File: config.mk
export PLATFORM = sky130hd
export DESIGN_NAME = delaybuf_sink
export DESIGN_NICKNAME = d
export VERILOG_FILES = /design/src/rtl/alpaca_ospfb_constants_pkg.sv /design/src/rtl/delaybuf_sink_seq_gen.sv /design/src/rtl/delaybuf_sink.sv
export SDC_FILE = /design/constraint.sdc
export NUM_CORES = 1
export LEC_CHECK = 0
export ABC_AREA = 1
export ABC_CLOCK_PERIOD_IN_PS = 1900
export BUFFER_PORTS_ARGS = -buffer_cell sky130_fd_sc_hd__buf_4
export CORE_MARGIN = 3
export CORE_UTILIZATION = 43
export CTS_BUF_LIST = sky130_fd_sc_hd__clkbuf_8
export CTS_CLUSTER_SIZE = 25
export DETAILED_ROUTE_END_ITERATION = 6
export PLACE_DENSITY = 0.78
export SYNTH_ARGS = -nofsm -noshare
export SYNTH_HDL_FRONTEND = slang
export SYNTH_SLANG_ARGS = --single-unit
File: constraint.sdc
create_clock -name clk -period 1.9 [get_ports clk]
set_input_delay 0.19 -clock clk [delete_from_list [all_inputs] [get_ports clk]]
set_output_delay 0.19 -clock clk [all_outputs]
set_load 0.005 [all_outputs]
File: src/rtl/alpaca_ospfb_constants_pkg.sv
// Shared constants and sink FSM state encoding for the OSPFB delay-buffer checker.
// Consumers: delaybuf_sink (optional DELAYBUF_SINK_FIRSTERR_EN) and seq_gen.
package alpaca_ospfb_constants_pkg;

  localparam int WIDTH   = 16;
  localparam int FFT_LEN = 64;

  typedef enum logic [1:0] {
    IDLE  = 2'd0,
    PRIME = 2'd1,
    CHECK = 2'd2,
    DONE  = 2'd3
  } sink_state_t;

endpackage

File: src/rtl/delaybuf_sink_seq_gen.sv
// seq_gen: expected-value generator, loads SEED and steps by one (mod 2^WIDTH) on advance.
// Kept standalone so a matching pattern source can reuse the same sequence.
module seq_gen
  import alpaca_ospfb_constants_pkg::*;
#(
  parameter int               WIDTH = alpaca_ospfb_constants_pkg::WIDTH,
  parameter logic [WIDTH-1:0] SEED  = '0
) (
  input  logic             clk,
  input  logic             rst,
  input  logic             load,
  input  logic             advance,
  output logic [WIDTH-1:0] value
);

  logic [WIDTH-1:0] value_q;

  always_ff @(posedge clk or negedge rst) begin
    if (!rst) begin
      value_q <= '0;
    end else if (load) begin
      value_q <= SEED;
    end else if (advance) begin
      value_q <= value_q + WIDTH'(1);
    end
  end

  assign value = value_q;

endmodule

File: src/rtl/delaybuf_sink.sv
// delaybuf_sink: checks a DelayBuf output against a counting sequence after a DEPTH-sample prime.
// Define DELAYBUF_SINK_FIRSTERR_EN to build the first-mismatch capture registers.
module delaybuf_sink #(
  parameter int               WIDTH  = alpaca_ospfb_constants_pkg::WIDTH,
  parameter int               DEPTH  = alpaca_ospfb_constants_pkg::FFT_LEN,
  parameter int               NCHECK = 128,
  parameter logic [WIDTH-1:0] SEED   = '0,
  parameter int               ERRW   = 16,
  localparam int              IDXW   = $clog2(NCHECK) + 1
) (
  input  logic             clk,
  input  logic             rst,
  input  logic             start,
  input  logic             en,
  input  logic [WIDTH-1:0] dout,
  output logic             busy,
  output logic             done,
  output logic             pass,
  output logic [ERRW-1:0]  err_cnt,
  output logic [IDXW-1:0]  first_err_idx,
  output logic [WIDTH-1:0] first_err_val
);

  import alpaca_ospfb_constants_pkg::*;

  localparam int PCW = (DEPTH > 0) ? $clog2(DEPTH + 1) : 1;
  localparam int CCW = $clog2(NCHECK + 1);
  localparam logic [ERRW-1:0] ERR_MAX = '1;
  localparam sink_state_t START_STATE = (DEPTH == 0) ? CHECK : PRIME;

  sink_state_t      state_q;
  logic [PCW-1:0]   prime_cnt_q;
  logic [CCW-1:0]   chk_cnt_q;
  logic [ERRW-1:0]  err_cnt_q, err_cnt_d;
  logic             busy_q, done_q, pass_q;
  logic [WIDTH-1:0] exp_val;
  logic             accept, cmp_en, mismatch, last_cmp;

  // Start is only honoured between runs; mid-run pulses are dropped.
  assign accept   = start && (state_q == IDLE || state_q == DONE);
  assign cmp_en   = (state_q == CHECK) && en;
  assign mismatch = cmp_en && (dout != exp_val);
  assign last_cmp = cmp_en && (chk_cnt_q == CCW'(NCHECK - 1));

  always_comb begin
    err_cnt_d = err_cnt_q;
    if (mismatch && err_cnt_q != ERR_MAX) begin
      err_cnt_d = err_cnt_q + ERRW'(1);
    end
  end

  seq_gen #(
    .WIDTH (WIDTH),
    .SEED  (SEED)
  ) u_seq_gen (
    .clk     (clk),
    .rst     (rst),
    .load    (accept),
    .advance (cmp_en),
    .value   (exp_val)
  );

  always_ff @(posedge clk or negedge rst) begin
    if (!rst) begin
      state_q     <= IDLE;
      prime_cnt_q <= '0;
      chk_cnt_q   <= '0;
      err_cnt_q   <= '0;
      busy_q      <= 1'b0;
      done_q      <= 1'b0;
      pass_q      <= 1'b0;
    end else begin
      case (state_q)
        IDLE, DONE: begin
          if (start) begin
            state_q     <= START_STATE;
            prime_cnt_q <= '0;
            chk_cnt_q   <= '0;
            err_cnt_q   <= '0;
            busy_q      <= 1'b1;
            done_q      <= 1'b0;
            pass_q      <= 1'b0;
          end
        end
        PRIME: begin
          if (en) begin
            if (prime_cnt_q == PCW'(DEPTH - 1)) begin
              state_q     <= CHECK;
              prime_cnt_q <= '0;
            end else begin
              prime_cnt_q <= prime_cnt_q + PCW'(1);
            end
          end
        end
        CHECK: begin
          if (en) begin
            err_cnt_q <= err_cnt_d;
            chk_cnt_q <= chk_cnt_q + CCW'(1);
            // Verdict includes the final compare, so it uses the next-state count.
            if (last_cmp) begin
              state_q <= DONE;
              busy_q  <= 1'b0;
              done_q  <= 1'b1;
              pass_q  <= (err_cnt_d == '0);
            end
          end
        end
        default: state_q <= IDLE;
      endcase
    end
  end

  assign busy    = busy_q;
  assign done    = done_q;
  assign pass    = pass_q;
  assign err_cnt = err_cnt_q;

`ifdef DELAYBUF_SINK_FIRSTERR_EN
  logic [IDXW-1:0]  first_idx_q;
  logic [WIDTH-1:0] first_val_q;

  // A zero error count means this mismatch is the first one of the run.
  always_ff @(posedge clk or negedge rst) begin
    if (!rst) begin
      first_idx_q <= '0;
      first_val_q <= '0;
    end else if (accept) begin
      first_idx_q <= '0;
      first_val_q <= '0;
    end else if (mismatch && err_cnt_q == '0) begin
      first_idx_q <= IDXW'(chk_cnt_q);
      first_val_q <= dout;
    end
  end

  assign first_err_idx = first_idx_q;
  assign first_err_val = first_val_q;
`else
  assign first_err_idx = '0;
  assign first_err_val = '0;
`endif

endmodule

After elaboration in Yosys (flattened, before gate mapping)
Cells that the tools add are included.
- add/subtract/negate cells: 4
- eq/ne operators: 12
- mux-type cells: 30
- reduce and logical (&&, ||, !) cells: 16
- operators with widths (cell ; count):
    16-bit 2-to-1 mux ; 5
    16-bit by 1-bit adder with 16-bit output (second input constant) ; 2
    16-bit one-hot mux with 2 select lines ; 1
    7-bit 2-to-1 mux ; 3
    16-bit zero test ; 1
    8-bit 2-to-1 mux ; 2
    16-bit inequality test ; 1
    16-bit inequality test (second input constant) ; 1
    8-bit one-hot mux with 2 select lines ; 1
    7-bit one-hot mux with 2 select lines ; 1
    2-bit 2-to-1 mux ; 5
    2-bit inequality test (second input constant) ; 5
    8-bit by 1-bit adder with 8-bit output (second input constant) ; 1
    8-bit by 7-bit equality test with 1-bit output (second input constant) ; 1
    1-bit 2-to-1 mux ; 8
    7-bit by 1-bit adder with 7-bit output (second input constant) ; 1
    7-bit by 6-bit equality test with 1-bit output (second input constant) ; 1
    1-bit one-hot mux with 2 select lines ; 3
    2-bit one-hot mux with 3 select lines ; 1
    3-bit AND reduction ; 2
    2-bit nonzero test ; 3
    1-bit logical AND ; 5
    5-bit AND reduction ; 1
    2-bit equality test (second input constant) ; 2
    other kinds (5) ; 5
- register bits after elaboration: 52
- input port bits: 20

Longest topological paths before layout
- depth in word-level cells: 9
- gate-level depth with buffers: 16

Cells and area by module
Synthesis repeated with hierarchy kept, for this count alone.
- cell total of the unflattened synthesis: 557
- area, all modules: 3782.4 um^2
- modules (own cells, without submodules) (module ; instances ; cells each ; area an instance (um^2) ; seq. area each (um^2)):
    delaybuf_sink ; 1 ; 428 ; 2859.0 ; 900.9
    seq_gen ; 1 ; 129 ; 923.4 ; 400.4

Worst setup path after synthesis
Ideal clock, no wire load.
- path type: register -> register
- from: reg state_q[0]
- to: reg chk_cnt_q[7]
- library setup time: 77 ps
- arrival: 1893 ps
- data required time: 1823 ps
- slack: -70 ps
- stages on the path, launching flop included: 12
- period minus slack after synthesis: 1970 ps
- cells stage by stage: dfrtp_1 > inv_1 > ha_1 > inv_1 > o22ai_1 > a21oi_2 > inv_2 > nor3b_2 > nand3_1 > nor2_1 > o21ai_0 > a21oi_1
- longest elaborated chain between the ends: 4
- elaborated cells on any way between the ends: 9
- RTL lines (item ; line ; source):
    start, declared ; delaybuf_sink.sv:31 ; sink_state_t state_q;
    start signal, assigned ; delaybuf_sink.sv:65 ; state_q <= IDLE;
    start signal, assigned ; delaybuf_sink.sv:76 ; state_q <= START_STATE;
    start signal, assigned ; delaybuf_sink.sv:88 ; state_q <= CHECK;
    2-bit equality test / 2-bit zero test (equally long branches) ; delaybuf_sink.sv:73 ; case (state_q)
    2-bit OR reduction ; delaybuf_sink.sv:73 ;
    2-bit inequality test (no source line) / 2-bit nonzero test (equally long branches) ; - ;
    3-bit AND reduction (no source line) ; - ;
    end signal, assigned ; delaybuf_sink.sv:98 ; chk_cnt_q <= chk_cnt_q + CCW'(1);
    end, declared ; delaybuf_sink.sv:33 ; logic [CCW-1:0] chk_cnt_q;
Several ways; a longest one is shown, not always the timed one.
A chain may end at the register's enable or synchronous reset.

Worst setup path after layout
- from: reg state_q[1]
- to: reg u_seq_gen.value_q[13], in the netlist u_seq_gen.value[13]
- longest elaborated chain between the ends: 4
- elaborated cells on any way between the ends: 8
- RTL lines (item ; line ; source):
    2-bit equality test / 2-bit zero test (equally long branches) ; delaybuf_sink.sv:40 ; assign accept = start && (state_q == IDLE || state_q == DONE);
    1-bit logical OR ; delaybuf_sink.sv:40 ;
    1-bit logical AND ; delaybuf_sink.sv:40 ;
    16-bit 2-to-1 mux / 2-bit nonzero test (equally long branches) ; - ;
    end signal, assigned ; delaybuf_sink_seq_gen.sv:24 ; value_q <= value_q + WIDTH'(1);
    end, declared ; delaybuf_sink_seq_gen.sv:16 ; logic [WIDTH-1:0] value_q;
Several ways; a longest one is shown, not always the timed one.

==> metrics.csv <==
metric,value,unit
ys_seq_area_share,36.9,%
fin_crit_sh,103,%
vias,3693,
place_congestion,0.897,
tritoncts,yes,
netlist_area,3520,um^2
ys_ff_latch,52,
clk_latency,0.32,ns
grt_antenna_before_repair,0,
fin_area,4630,um^2
drv_cap,0,
setup_viol_count_final,3,
clk_path_buf_depth,2,
cts_root_buf,clkbuf_8,
rsz0062_at_grt,yes,
grt_usage,18.4,%
cp_slowest_stage_delay,0.43,ns
ios,63,
p_sw_share,41.8,%
layout-drive-gt1-share,28.9,%
ir_drop,0.545,mV
worstPathMaxFanout,3,
num_rows,32,
p_leak,2.30,nW
tns,-0.120,ns
cp-end-kind,register,
vias_per_cell,5.22,
crit_type,reg -> reg,
overflow,0,
place_area,4070,um^2
fin_crit,1.96,ns
yosys.area.top_type,dfrtp_1,
required,2.12,ns
cp-start-kind,register,
antenna_left,0,
fin_skew,0.0160,ns
async_flop_share,100,%
start_util,44.9,%
p_sw,1.74,mW
netlist_instances,506,
max_freq,509,MHz
path_cells,ha_4 > nand2_4 > nand2_4 > nand4_1 > nor4_2 > nand4_1 > nor2_1 > nor2_1 > nor3_1,
layout.nets,632,
routedWlPerCell,13.7,um
power_frac_comb,52.8,%
area.growth.synth_to_final,31.3,%
grt_pass1_vias,3153,
grt_max_degree,53,
p_clk_share,15.2,%
worst-path-buf-inv,0,
chipWidth,96.5,um
drc,0,
path_clk_slew,0.10,ns
core,7850,um^2
synth_area_per_cell,6.97,um^2
maxSlewHeadroom,56.3,%
numCtsBuffers,5,
ys_top_cells_by_area,"dfrtp_1, nand2_1, inv_1, buf_4, nor2_1",
synth-edff-count,0,
clock_sinks,52,
finalHoldViolations,0,
hold_class,in -> reg,
wl,9700,um
status,finished with violations,
p_seq_share,32.0,%
critPathSlowestCell,dfrtp_1,
pre_cts_ws,-0.0296,ns
fillers,676,
yosys_most_used_dff,dfrtp_1,
violations,setup timing,
arrival,2.18,ns
yosysTopAreaCellShare,36.9,%
layout_setup_ws,-0.0635,ns
drt_iter0_drc,250,
diodes,0,
worst_slew_pin_slew,0.656,ns
fp.dieArea,9320,um^2
yosys_warnings,0,
dp_hpwl,6510,um
internal_power,2.42,mW
final_max_slew_viol_count,0,
grt_pass1_wl,13800,um
numPortBuffers,38,
drt_first_pass_iters,5,
fp.dieH,96.5,um
yosysUniqueCellTypes,39,
p_per_area,901,nW/um^2
htreeDepth,2,
path_delay_family,simple AND/OR/NAND/NOR gates,
==> cells in the mapped netlist, drive strengths merged (2+ instances only) <==
cell,instances
nand2,144
nand3,20
nor3,15
inv,79
buf,27
a22o,3
nor2,54
o22ai,13
a211oi,2
o31ai,2
dfrtp,52
o21ai,21
nor3b,2
nor4,2
clkbuf,4
ha,7
a31oi,2
a21oi,21
nand4,19
xor2,10
==> through the flow <==
step | power (mW) | std cells | util, % | hold slack [ns]
after CTS | 3.71 | 688 | 54.0 | 0.333
after floorplan | 2.41 | 529 | - | -0.106
final | 4.17 | 708 | 59.0 | 0.356
after global routing | 4.43 | 708 | 59.0 | 0.377
after detailed placement | 3.02 | 672 | 51.9 | 0.262
after global placement | 2.95 | 672 | 51.9 | 0.256
==> placed cells by master (no fill, tap or decap), types with 4 or more instances in the layout <==
cell type,n
clkbuf_8,5
inv_1,67
nand4_1,19
ha_1,4
nor2_1,37
nor2_2,13
o22ai_1,12
inv_2,12
nor3_2,5
nor2_4,4
nand2_2,5
buf_4,93
o21ai_1,6
dfrtp_1,51
nand2_4,6
buf_6,5
nand3_1,16
nor3_1,9
conb_1,24
o21ai_0,12
a21oi_1,17
xor2_1,10
a21oi_2,4
nand2_1,133
==> area by class of cell <==
class	count	area (um^2)	area share, %
Tap cell	102	128	2.76
Clock buffer	5	68.8	1.49
Timing Repair Buffer	100	785	17.0
Clock inverter	3	20.0	0.433
Multi-Input combinational cell	366	2020	43.6
Sequential cell	52	1300	28.2
Inverter	80	305	6.60
==> tightest hold or removal path, cell delays in order <==
cell and delay [ns]:
buf_4 0.13, nand2_4 0.07, nand2_4 0.06, buf_4 0.12, o21ai_0 0.07
==> sequential cells by signal, indices dropped and copies added, names as in the netlist <==
signal	flops
pass	1
u_seq_gen.value	16
err_cnt	16
state_q	2
chk_cnt_q	8
busy	1
done	1
prime_cnt_q	7
==> cells by family (layout without fill, tap and decap cells) <==
group,after synthesis,after routing,synth area share (%)
AOI/OAI and AO/OA,66,66,11.0
xor gates and xnor gates,10,10,2.48
adders and majority gates,7,7,2.48
buffers and inverters,111,188,14.8
DFF,52,52,36.9
muxes,1,1,0.284
other,1,24,0.106
and+or+nand+nor,258,258,31.9
==> power groups by stage <==
stage	Sequential, mW	Clock [mW]	Combinational, mW
after floorplan	1.34	0	1.07
after global placement	1.33	0	1.62
after detailed placement	1.34	0	1.67
after CTS	1.32	0.644	1.75
after global routing	1.35	0.703	2.38
final	1.33	0.633	2.20
==> routing by layer <==
metal / wire length, um / global-route usage (%)
met4: 208 / 4.56
met2: 4940 / 32.4
met1: 3970 / 23.5
met3: 574 / 2.79
met5: 0 / 0
==> what timing repair did <==
action / 4_1_cts / 5_1_grt
cloned: 0 / 1
endpoints found under the hold margin: 52 / 0
setup endpoints to repair: 3 / 17
pin swaps: 11 / 31
setup buffers: 7 / 19
hold buffers: 1 / 0
gates resized for setup: 4 / 74
==> path summary, 6_finish.rpt <==
kind | endpoint | slack (ns) | start | depth (start not counted)
min in group asynchronous | err_cnt[12]$_DFFE_PN0P_ | 0.43 | rst | 2
hold reg to reg | chk_cnt_q[7]$_DFFE_PN0P_ | 0.48 | chk_cnt_q[7]$_DFFE_PN0P_ | 1
hold / removal | u_seq_gen.value[1]$_DFFE_PN0P_ | 0.36 | start | 5
max in group asynchronous | u_seq_gen.value[3]$_DFFE_PN0P_ | 1.00 | rst | 2
setup reg to reg | u_seq_gen.value[13]$_DFFE_PN0P_ | -0.06 | state_q[1]$_DFFE_PN0P_ | 9
setup / recovery | u_seq_gen.value[13]$_DFFE_PN0P_ | -0.06 | state_q[1]$_DFFE_PN0P_ | 9
(Power assumes the default switching activity.)
